==> src/rtl/fetch_hazard_ctrl.sv <==
// Front-end hazard scheduler: stalls IF/ID and bubbles EX on load-use, branch-operand and HI/LO busy hazards.
// Optional stall-cycle counter enabled by HAZ_PERF_CNT_EN.
module fetch_hazard_ctrl #(
  parameter int unsigned MD_CYCLES  = 32,
  parameter int unsigned REG_ADDR_W = 5
) (
  input  logic                  clk,
  input  logic                  rst,
  input  logic [REG_ADDR_W-1:0] id_rs,
  input  logic [REG_ADDR_W-1:0] id_rt,
  input  logic                  id_uses_rs,
  input  logic                  id_uses_rt,
  input  logic                  id_is_branch,
  input  logic                  id_md_start,
  input  logic                  id_uses_hilo,
  input  logic                  ex_wr_en,
  input  logic [REG_ADDR_W-1:0] ex_wr_addr,
  input  logic                  ex_mem_read,
  input  logic                  mem_mem_read,
  input  logic [REG_ADDR_W-1:0] mem_wr_addr,
  output logic                  if_stall,
  output logic                  id_stall,
  output logic                  ex_flush,
  output logic                  md_busy,
  output logic                  md_done,
  output logic [31:0]           perf_stall_cnt
);

  typedef enum logic {RUN, MD_BUSY} state_e;

  localparam logic [7:0] MD_RELOAD = 8'(MD_CYCLES - 1);

  state_e     state_q, state_d;
  logic [7:0] md_cnt_q, md_cnt_d;

  logic ex_match, mem_match;
  logic load_use, br_haz, hilo_haz, md_finishing, haz, accept;

  assign ex_match  = (ex_wr_addr != '0) &&
                     ((id_uses_rs && id_rs == ex_wr_addr) || (id_uses_rt && id_rt == ex_wr_addr));
  assign mem_match = (mem_wr_addr != '0) &&
                     ((id_uses_rs && id_rs == mem_wr_addr) || (id_uses_rt && id_rt == mem_wr_addr));

  assign load_use     = ex_mem_read && ex_match;
  assign br_haz       = id_is_branch && ((ex_wr_en && ex_match) || (mem_mem_read && mem_match));
  assign md_finishing = (state_q == MD_BUSY) && (md_cnt_q == 8'd0);
  assign hilo_haz     = id_uses_hilo && (state_q == MD_BUSY) && !md_finishing;
  assign haz          = load_use || br_haz || hilo_haz;
  // A MULT/DIV stalled behind another hazard is simply re-presented later.
  assign accept       = id_md_start && !haz;

  always_comb begin
    state_d  = state_q;
    md_cnt_d = md_cnt_q;
    if_stall = 1'b0;
    id_stall = 1'b0;
    ex_flush = 1'b0;
    md_busy  = 1'b0;
    md_done  = 1'b0;
    case (state_q)
      RUN: begin
        if (accept) begin
          state_d  = MD_BUSY;
          md_cnt_d = MD_RELOAD;
        end
      end
      MD_BUSY: begin
        if (md_cnt_q != 8'd0) begin
          md_cnt_d = md_cnt_q - 8'd1;
        end else if (accept) begin
          md_cnt_d = MD_RELOAD;
        end else begin
          state_d = RUN;
        end
      end
      default: state_d = RUN;
    endcase
    if (rst) begin
      if_stall = haz;
      id_stall = haz;
      ex_flush = haz;
      md_busy  = (state_q == MD_BUSY);
      md_done  = md_finishing;
    end
  end

  always_ff @(posedge clk) begin
    if (!rst) begin
      state_q  <= RUN;
      md_cnt_q <= 8'd0;
    end else begin
      state_q  <= state_d;
      md_cnt_q <= md_cnt_d;
    end
  end

`ifdef HAZ_PERF_CNT_EN
  logic [31:0] perf_q;

  always_ff @(posedge clk) begin
    if (!rst) begin
      perf_q <= 32'd0;
    end else if (haz && perf_q != 32'hFFFF_FFFF) begin
      perf_q <= perf_q + 32'd1;
    end
  end

  assign perf_stall_cnt = perf_q;
`else
  assign perf_stall_cnt = 32'h0;
`endif

endmodule

==> config.mk <==
export PLATFORM = sky130hd
export DESIGN_NAME = fetch_hazard_ctrl
export DESIGN_NICKNAME = d
export VERILOG_FILES = /design/src/rtl/fetch_hazard_ctrl.sv
export SDC_FILE = /design/constraint.sdc
export NUM_CORES = 1
export LEC_CHECK = 0
export ABC_AREA = 1
export BUFFER_PORTS_ARGS = -buffer_cell sky130_fd_sc_hd__clkbuf_2
export CAP_MARGIN = 20
export CORE_MARGIN = 2
export CORE_UTILIZATION = 48
export DETAILED_ROUTE_END_ITERATION = 6
export PLACE_DENSITY = 0.83
export SLEW_MARGIN = 30
export SYNTH_ARGS = -nofsm -noshare
export SYNTH_HDL_FRONTEND = slang
export SYNTH_SLANG_ARGS = --single-unit
==> constraint.sdc <==
create_clock -name clk -period 3.5 [get_ports clk]
set_clock_uncertainty 0.05 [all_clocks]
set_input_delay 0.175 -clock clk [delete_from_list [all_inputs] [get_ports clk]]
set_output_delay 0.175 -clock clk [all_outputs]
set_load 0.05 [all_outputs]
==> impl_metrics.csv <==
group,metric,value,unit
outcome,outcome,"complete, no violations",
timing,final.setup.tns,0,ns
timing,period_needed,2.31,ns
min_path,holdPathStages,3,
grt,globalRoute.busiestLayer,"met2",
worst_setup_path,rr_startpoint,"md_cnt_q[0]",
final_layout,final_nets,285,
clocking,htreeDepth,1,
drt,vias,1219,
yosys,synthCells,219,
power,power_frac_comb,51.6,%
grt,met3_usage,1.94,%
timing,final_max_slew_viol_count,0,
timing,period_share,66.1,%
worst_setup_path,cp.arrival,2.09,ns
power,p_sw,216,uW
grt,grt_max_degree,12,
flow_run,maxCapViolCount,0,
final_layout,final_core_util,53.1,%
timing,max_freq,432,MHz
die,initial_utilization,49.6,%
yosys,synth_cell_types,24,
final_layout,mostFrequentLayoutCell,"nand2_1",
timing,setup_viol,0,
clocking,cts.path.max_buffers,2,
drt,drtIter0Drc,26,
final_layout,fillers,270,
yosys,ys.warnings.count,0,
die,fp-row-count,18,
power,power_switching_share,50.6,%
clocking,clkSlewWorstSetupHoldPaths,0.07,ns
worst_setup_path,startpoint_type,"register",
final_layout,layout_common_cells,"nand2_1, inv_1, clkbuf_2",
drt,wire_per_inst,8.34,um
die,design.core.area,2430,um^2
final_layout,drive_gt1_share,18.2,%
place,gp_congestion,0.901,
drt,drc_errors,0,
yosys,synthTopCellsByArea,"nand2_1, buf_4, dfxtp_1",
clocking,cts_buffers,3,
place,hpwl,2.05,mm
worst_setup_path,r2r_slack,1.68,ns
worst_setup_path,cp.required,3.27,ns
worst_setup_path,path_class,"register to primary output",
final_layout,synthToLayoutAreaGrowth,6.94,%
yosys,synthArstFlopShare,0,%
power,p_int,211,uW
worst_setup_path,regToRegEndpoint,"md_cnt_q[3]",
die,dieWidth,54.2,um
worst_setup_path,crit_path_end,"if_stall",
yosys,seq_area_frac_synth,14.9,%
clocking,insertion_delay,0.27,ns
drt,drt.antenna.violating_nets,0,
worst_setup_path,r2r_cells,9,
clocking,ctsResizeCount,0,
power,p_leak,0.867,nW
power,seqPwrFrac,28.5,%
grt,grt-ovfl-total,0,
clocking,clkSinkCount,9,
min_path,worst_hold_path_type,"primary input to register",
worst_setup_path,end_kind,"primary output",
yosys,synth_top_cell_by_area,"nand2_1",
die,fp.dieH,54.2,um
timing,rsz0062_at_grt,"false",
place,port_buffers,34,
die,io_pins,67,
yosys,synth-edff-count,0,
grt,gr-usage-all-layers,17.5,%
yosys,syn_area,1210,um^2
clocking,post-cts-setup-buffers,0,
grt,grt_pass1_vias,944,
grt,gr-usage-met2,28.7,%
yosys,netlist.area_leader.share,21.8,%
timing,hold_viol_final,0,
drt,drt_wl_total,2.36,mm
drt,drtPass1Iterations,4,
power,cellPowerDensity,331,nW/um^2
clocking,cts_tree,"done",
yosys,syn_area_per_cell,5.51,um^2
power,ir_worst_vdd,0.146,mV
die,die_area,2930,um^2
yosys,synth_ff_type,"dfxtp_1",
clocking,cts_hold_buffers,0,
worst_setup_path,cp_max_fo,11,
grt,grt_pass1_wl,3.75,mm
yosys,synth-seq-cells,9,
grt,use_met1,22.9,%
drt,vias_per_cell,4.31,
clocking,cts_root_buffer,"clkbuf_4",
power,clkPwrFrac,19.9,%
grt,antenna_found_initial,0,
final_layout,antenna_cells,0,
worst_setup_path,worstSetupStartpoint,"md_cnt_q[0]",
-- metrics by stage --
stage	setup WS [ns]	cell area (um^2)	power, mW	hold WS (ns)	std cells
floorplan	1.44	1320	0.334	0.251	250
global placement	1.51	1260	0.341	0.433	279
detailed placement	1.47	1260	0.344	0.436	279
CTS	1.16	1290	0.430	0.142	283
global route	1.00	1290	0.459	0.161	283
finish	1.19	1290	0.427	0.149	283
-- per-layer routing --
layer	vias to the layer above	wire length, um
li1	663	-
met1	497	1120
met2	57	1040
met3	2	181
met4	0	27
met5	-	0
-- state kept, by name, indices dropped and copies added, names as in the netlist --
register / flops
md_cnt_q: 8
state_q: 1
-- worst min-delay path by stage --
stage	slack, ns	to	from
CTS	0.14	md_cnt_q[1]	rst
detailed placement	0.44	md_cnt_q[1]	rst
finish	0.15	md_cnt_q[1]	rst
global route	0.16	md_cnt_q[1]	rst
floorplan	0.25	md_cnt_q[0]	rst
global placement	0.43	md_cnt_q[1]	rst
-- cell families after synthesis --
family,Yosys count,synth area share [%]
XOR/XNOR,2,1.45
flip-flops,9,14.9
buffers and inverters,72,33.6
AO/OA/AOI/OAI,15,6.74
AND/OR/NAND/NOR,119,42.0
other,1,0.311
adder cells (fa/ha/maj),1,1.04
-- cells in the mapped netlist (2+ instances only) --
cell type  count
nand2_1       70
dfxtp_1        9
nor2_1        23
nand4_1        2
nand3_1       14
nand2_2        2
a21oi_1        6
inv_1         36
o21ai_0        3
o21ai_1        3
nor2_2         3
o21bai_1       2
buf_4         34
nor3_1         2
-- final cells by class --
class                           instances  area, um^2  area share [%]
Sequential cell                         9         180            14.0
Multi-Input combinational cell        169         738            57.2
Inverter                               37         139            10.8
Timing Repair Buffer                   34         170            13.2
Clock buffer                            4        26.3            2.03
Tap cell                               30        37.5            2.91
-- power groups by stage --
| stage | Combinational [mW] | Clock (mW) | Sequential [mW] |
|---|---|---|---|
| 5_1_grt | 0.245 | 0.0907 | 0.123 |
| 4_1_cts | 0.220 | 0.0885 | 0.122 |
| 3_5_place_dp | 0.219 | 0 | 0.124 |
| 6_report | 0.220 | 0.0850 | 0.122 |
| 2_1_floorplan | 0.211 | 0 | 0.123 |
| 3_3_place_gp | 0.217 | 0 | 0.124 |
-- worst max-delay path, cell delays in order (launching register included) --
cell,delay [ns]
dfxtp_1,0.32
inv_1,0.08
ha_1,0.27
nand4_2,0.15
nor2_2,0.05
nor2_2,0.36
nand2_1,0.09
nand3_1,0.10
nand2_1,0.05
inv_1,0.07
clkbuf_2,0.27
No activity file was read; power rests on OpenSTA's default activity.
